**src/rtl/number_pkg.sv**
```systemverilog
// Shared types and constants for the number spawner: slot states, digit and
// LFSR widths, and small helpers for digit generation.
package number_pkg;

    // Life cycle of one number slot: visible, hit-report cycle, hidden.
    typedef enum logic [1:0] {
        S_ACTIVE = 2'd0,
        S_HIT    = 2'd1,
        S_WAIT   = 2'd2
    } slot_state_t;

    localparam int DIGIT_W = 4;
    localparam int LFSR_W  = 8;

    // Tap mask for x^8 + x^6 + x^5 + x^4 + 1 on a left-shifting register.
    localparam logic [LFSR_W-1:0] LFSR_TAPS = 8'hB8;

    // Map a raw LFSR state onto a decimal digit 0..9.
    function automatic logic [DIGIT_W-1:0] lfsr_to_digit(input logic [LFSR_W-1:0] value);
        logic [LFSR_W-1:0] remainder;
        remainder = value % LFSR_W'(10);
        return remainder[DIGIT_W-1:0];
    endfunction

    // Digit shown by slot `slot` straight out of reset: 1, 2, 3, ...
    function automatic logic [DIGIT_W-1:0] reset_digit(input int slot);
        int value;
        value = (slot + 1) % 10;
        return value[DIGIT_W-1:0];
    endfunction

endpackage

```
**src/rtl/lfsr8.sv**
```systemverilog
// Free-running 8-bit Fibonacci LFSR used as the source of respawn digits.
// The tap polynomial is primitive, so a nonzero seed never reaches zero.
module lfsr8
    import number_pkg::*;
#(
    parameter logic [LFSR_W-1:0] SEED = 8'hA5
) (
    input  logic              clk,
    input  logic              resetN,
    output logic [LFSR_W-1:0] o_state
);

    logic [LFSR_W-1:0] r_state;
    logic              w_feedback;

    assign w_feedback = ^(r_state & LFSR_TAPS);

    // Shift every clock, feeding the XOR of the tapped bits into bit 0.
    always_ff @(posedge clk or negedge resetN) begin
        if (!resetN) begin
            r_state <= SEED;
        end else begin
            r_state <= {r_state[LFSR_W-2:0], w_feedback};
        end
    end

    assign o_state = r_state;

endmodule

```
**src/rtl/number_spawner.sv**
```systemverilog
// Number spawner: turns collision levels into single-cycle hit pulses,
// hides hit number slots for a number of frames and respawns them with a
// fresh digit from the LFSR. Operand objects only produce touch pulses.
module number_spawner
    import number_pkg::*;
#(
    parameter int                NUMBERS        = 3,
    parameter int                RESPAWN_FRAMES = 60,
    parameter logic [LFSR_W-1:0] LFSR_SEED      = 8'hA5
) (
    input  logic                         clk,
    input  logic                         resetN,
    input  logic                         startOfFrame,
    input  logic [NUMBERS-1:0]           collisionNumber,
    input  logic [1:0]                   collisionOperand,
    output logic [NUMBERS-1:0]           SingleHitPulse,
    output logic [1:0]                   operandHit,
    output logic [NUMBERS*DIGIT_W-1:0]   NumbersToShow,
    output logic [NUMBERS-1:0]           NumberVisible
);

    localparam logic [7:0] RESPAWN_LOAD = 8'(RESPAWN_FRAMES);

    // ------------------------------------------------------------------
    // Edge detection on the collision levels
    // ------------------------------------------------------------------
    logic [NUMBERS-1:0] r_prev_num;
    logic [1:0]         r_prev_op;
    logic [NUMBERS-1:0] w_rise_num;
    logic [1:0]         w_rise_op;

    // Remember last cycle's levels in every state, so an overlap that
    // persists across a respawn does not look like a new touch.
    always_ff @(posedge clk or negedge resetN) begin
        if (!resetN) begin
            r_prev_num <= '0;
            r_prev_op  <= '0;
        end else begin
            r_prev_num <= collisionNumber;
            r_prev_op  <= collisionOperand;
        end
    end

    assign w_rise_num = collisionNumber & ~r_prev_num;
    assign w_rise_op  = collisionOperand & ~r_prev_op;

    // ------------------------------------------------------------------
    // Digit source
    // ------------------------------------------------------------------
    logic [LFSR_W-1:0]  w_lfsr;
    logic [DIGIT_W-1:0] w_new_digit;

    lfsr8 #(
        .SEED    (LFSR_SEED)
    ) u_lfsr (
        .clk     (clk),
        .resetN  (resetN),
        .o_state (w_lfsr)
    );

    // Slots respawning in the same cycle deliberately share this digit.
    assign w_new_digit = lfsr_to_digit(w_lfsr);

    // ------------------------------------------------------------------
    // Operand touches: plus wins when both rise together
    // ------------------------------------------------------------------
    logic [1:0] r_operand_hit;

    // Register one pulse per operand rising edge; a simultaneous minus
    // rise is dropped so the accumulator never sees two operators at once.
    always_ff @(posedge clk or negedge resetN) begin
        if (!resetN) begin
            r_operand_hit <= 2'b00;
        end else if (w_rise_op[0]) begin
            r_operand_hit <= 2'b01;
        end else begin
            r_operand_hit <= {w_rise_op[1], 1'b0};
        end
    end

    assign operandHit = r_operand_hit;

    // ------------------------------------------------------------------
    // Per-slot hide / respawn state machines
    // ------------------------------------------------------------------
    genvar gi;
    generate
        for (gi = 0; gi < NUMBERS; gi++) begin : g_slot
            slot_state_t        r_state;
            logic [7:0]         r_countdown;
            logic [DIGIT_W-1:0] r_digit;
            logic               r_pulse;
            logic               r_visible;

            // Slot FSM with registered outputs. The digit is held through
            // the hit cycle so the accumulator reads the value that was hit.
            always_ff @(posedge clk or negedge resetN) begin
                if (!resetN) begin
                    r_state     <= S_ACTIVE;
                    r_countdown <= '0;
                    r_digit     <= reset_digit(gi);
                    r_pulse     <= 1'b0;
                    r_visible   <= 1'b1;
                end else begin
                    r_pulse <= 1'b0;
                    unique case (r_state)
                        S_ACTIVE: begin
                            r_visible <= 1'b1;
                            if (w_rise_num[gi]) begin
                                r_state <= S_HIT;
                                r_pulse <= 1'b1;
                            end
                        end
                        S_HIT: begin
                            r_countdown <= RESPAWN_LOAD;
                            r_visible   <= 1'b0;
                            r_state     <= S_WAIT;
                        end
                        S_WAIT: begin
                            r_visible <= 1'b0;
                            if (startOfFrame) begin
                                if (r_countdown <= 8'd1) begin
                                    r_digit     <= w_new_digit;
                                    r_countdown <= '0;
                                    r_visible   <= 1'b1;
                                    r_state     <= S_ACTIVE;
                                end else begin
                                    r_countdown <= r_countdown - 8'd1;
                                end
                            end
                        end
                        default: begin
                            r_state   <= S_ACTIVE;
                            r_visible <= 1'b1;
                        end
                    endcase
                end
            end

            assign SingleHitPulse[gi]                       = r_pulse;
            assign NumberVisible[gi]                        = r_visible;
            assign NumbersToShow[gi*DIGIT_W +: DIGIT_W]     = r_digit;
        end
    endgenerate

endmodule

```
**config.mk**
```make
export PLATFORM = sky130hd
export DESIGN_NAME = number_spawner
export DESIGN_NICKNAME = d
export VERILOG_FILES = /design/src/rtl/number_pkg.sv /design/src/rtl/lfsr8.sv /design/src/rtl/number_spawner.sv
export SDC_FILE = /design/constraint.sdc
export NUM_CORES = 1
export LEC_CHECK = 0
export CORE_MARGIN = 3
export CORE_UTILIZATION = 58
export DETAILED_ROUTE_END_ITERATION = 7
export MAX_ROUTING_LAYER = met4
export PLACE_DENSITY = 0.75
export SYNTH_ARGS = -nofsm -noshare
export SYNTH_HDL_FRONTEND = slang
export SYNTH_SLANG_ARGS = --single-unit
```
**constraint.sdc**
```tcl
create_clock -name clk -period 4.62 [get_ports clk]
set_clock_uncertainty 0.2 [all_clocks]
set_input_delay 0.693 -clock clk [delete_from_list [all_inputs] [get_ports clk]]
set_output_delay 0.693 -clock clk [all_outputs]
set_load 0.05 [all_outputs]
```
==> results.md <==
* Die ar. at 7100 um2
* Grt total ovfl at 0
* Share of layout cells above drive strength 1 at 0.124
* Final period util at 0.785
* Fin. max-slew vios at 0
* Final layout net count at 413
* CP startpoint: u_lfsr.o_state[4]
* Reg clk slew, reported paths at 0.07 ns
* CTS HTree Levels at 3
* Worst path required time at about 4.6 ns
* Syn Area/Cell at approximately 9.4 um2
* IR Drop Worst-Case VDD at roughly 0.38 mV
* Die W at around 84 um
* Worst Reg2Reg Path Length in Cells at 10
* CTS max path bufs at 2
* Post-synthesis cell area at 3550 um2
* Critical path class: reg2reg
* Row count at 27
* Clk_lat worst skew at 0.34 ns
* Unrepaired setup endpoints after global routing: false
* Core area at 5710 um2
* Slew HR at 0.606
* First-pass GRT wire length at ~12000 um
* Setup Fix Bufs, Post-CTS at 0
* DR DRC count at 0
* Synth async-reset ratio at 1.00
* CP Cell Sequence: inv_1, ha_1, nor2_1, mux2_4, a211o_1, a22o_1, a311oi_1, o21ai_1, a211oi_2, a41oi_2
* Post-Synthesis Cells at 377
* Leakage at between 1.5 and 2 nW
* DR WL/cell at between 15 and 20 um
* Critical Path AT at around 3.6 ns
* Initial Util at 0.623
* Hold WS at 0.152 ns
* Largest area contributor in the netlist: dfrtp_1
* Top-level I/O count at 28
* Total track usage at 0.218
* Layout area overhead at 11.6%
* DPL Wire Length at between 5000 and 6000 um
* FF-to-FF setup slack at 0.99 ns
* Utilization after layout at 0.695
* Post-synth EDFFs at 0
* ANT cells at 0
* Critical path's slowest cell: dfrtp_1
* Setup ws final at 0.995 ns
* Num Clock Sinks at 63
* First-pass DRT Iterations at 4
* Worst Setup Start Kind: register
* Pwr Total at 0.00159 W
* Total CTS buffers at 9
* DR vias at 2838
* Yosys cell types at between 60 and 70
* Hold Path Class: in2async
* Max incr delay on CP at 0.53 ns
* Crit path capture type: register
* Highest Clock Rate at 0.276 GHz
* Routed Antenna Nets at 0
* Pre-CTS worst setup slack at roughly 1.0 ns
* Pwr Density at approximately 400 nW/um2
* #FFs+latches synth at 63
* Worst R2R End: g_slot[0].r_digit[1]
* Top FF cell, synth: dfrtp_1
* Net Count, Synth at 393
* CTS tree: yes
* CP Capture Point: g_slot[0].r_digit[1]
* Number of antenna violations at the first check in global routing at 0
* Total Wirelength at 7200 um
* Setup violators final at 0
* Vias in the first global route at 2626
* Port-buffer cells at 27
* Worst Path Max Fanout at 12
* Cts repair resizes at 0
* Post-synthesis sequential area ratio at 0.447
* # fillers at 425
* Final GP Congestion at 0.896
* YS warnings at 0
* DR iter-0 viols at 197
* Largest net degree at the start of global routing at 39
* Root Driver: clkbuf_8
* Run status: finished, final reports clean
* DR vias/cell at 5.99
* Setup TNS at 0 ns
* Hold Fails Final Rpt at 0
* Worst slew pin tran at 0.590 ns
* Maxcap violations at 0
* Hold buffers post-CTS at 0
* Top-area cell type share of the netlist area at 0.366
* Worst reg2reg startpoint: u_lfsr.o_state[4]
* Top cells by area in the synthesized netlist: dfrtp_1 (37%), dfstp_2 (8.1%), nand2_1 (4.8%)
* Post-layout min period at 3.63 ns
* Chip height at approximately 84 um
flip-flops by register name (all words and copies together) (netlist names):
signal and flops:
g_slot.r_state 6, g_slot.r_visible 3, g_slot.r_digit 12, g_slot.r_pulse 3, operandHit 2, r_prev_op 2
u_lfsr.o_state 8, r_prev_num 3, g_slot.r_countdown 24
cell type report:
type / count / area (um2) / area share
clock buffers: 13 / 159 / 0.0401
clock inverters: 3 / 17.5 / 0.00442
inverters: 17 / 63.8 / 0.0161
multi-input cells: 276 / 1760 / 0.443
flip-flops and latches: 63 / 1590 / 0.401
well taps: 72 / 90.1 / 0.0227
repair buffers: 30 / 288 / 0.0726
synthesized netlist by cell type, drive strengths merged, types with 8 or more instances:
master and number:
o21ai 19, dfrtp 52, nand2 45, nor2 33, nand2b 8, inv 17
a21oi 21, nor3 15, nor2b 8, nor4b 8, ha 8, dfstp 11
buf 14
worst min path at each step:
stage / end / cells past startpoint / slack, ns / startpoint
finish: g_slot[0].r_countdown[1] / 1 / 0.15 / resetN
global route: g_slot[0].r_countdown[1] / 1 / 0.19 / resetN
CTS: g_slot[0].r_state[1] / 1 / 0.16 / resetN
detailed placement: operandHit[1] / 1 / 0.20 / r_prev_op[1]
global placement: operandHit[1] / 1 / 0.19 / r_prev_op[1]
floorplan: u_lfsr.o_state[2] / 0 / 0.15 / u_lfsr.o_state[1]
power breakdown:
part | internal [W] | leakage, nW | switching [W] | total [W]
Clock | 0.000223 | 0.0894 | 0.000203 | 0.000425
Sequential | 0.000646 | 0.752 | 0.000114 | 0.000760
Combinational | 0.000154 | 0.743 | 0.000255 | 0.000409
Total | 0.00102 | 1.58 | 0.000571 | 0.00159
worst max-delay path, delay by kind of cell (launching register included):
kind,cells,cell delay (ns)
compound gates,6,1.80
fa+ha+maj,1,0.27
buf+inv,1,0.11
flops,1,0.53
mux,1,0.34
simple gates,1,0.24
kinds of logic after synthesis:
logic type               synth area share
AO/OA/AOI/OAI                       0.186
buffers and inverters              0.0581
AND/OR/NAND/NOR                     0.230
XOR/XNOR                           0.0218
flip-flops                          0.447
multiplexers                       0.0253
adder cells (fa/ha/maj)            0.0320
per-stage QoR:
stage / cell area (um2) / cells
2_1_floorplan: 3550 / 377
3_5_place_dp: 3790 / 458
6_report: 3970 / 474
3_3_place_gp: 3790 / 458
5_1_grt: 3970 / 474
4_1_cts: 3970 / 474
routing by layer:
metal	routed length [um]	share of wire	vias up	track usage
met2	3310	0.46	72	0.324
met1	3390	0.47	1355	0.298
met4	120	0.017	0	0.0702
li1	-	-	1400	-
met5	0	0	-	-
met3	371	0.052	11	0.0491
layout by cell type, fill, tap and decap left out, types with 3 or more instances in the layout:
| cell | netlist | routed |
|---|---|---|
| a21oi_1 | 21 | 21 |
| nor2b_1 | 8 | 8 |
| inv_1 | 17 | 17 |
| o21ai_0 | 18 | 18 |
| or3_1 | 5 | 5 |
| dfstp_2 | 11 | 11 |
| ha_1 | 8 | 8 |
| nor4_1 | 7 | 7 |
| and2_1 | 5 | 5 |
| mux2_2 | 4 | 4 |
| nor2_1 | 33 | 33 |
| o221ai_1 | 5 | 5 |
| nand3_1 | 7 | 7 |
| clkbuf_8 | 0 | 11 |
| o22ai_1 | 4 | 4 |
| xnor2_1 | 5 | 5 |
| or2_2 | 3 | 3 |
| nand2_1 | 45 | 45 |
| a31oi_1 | 3 | 3 |
| clkdlybuf4s50_1 | 0 | 26 |
| nand2b_1 | 8 | 8 |
| o31ai_1 | 6 | 6 |
| buf_4 | 6 | 3 |
| dfrtp_1 | 52 | 52 |
| nor3_1 | 15 | 15 |
| mux2i_1 | 3 | 3 |
| o311ai_0 | 3 | 3 |
| o22a_1 | 3 | 3 |
| nor3b_1 | 3 | 3 |
| nor4b_1 | 8 | 8 |
Power figures use the tool's default switching activity.
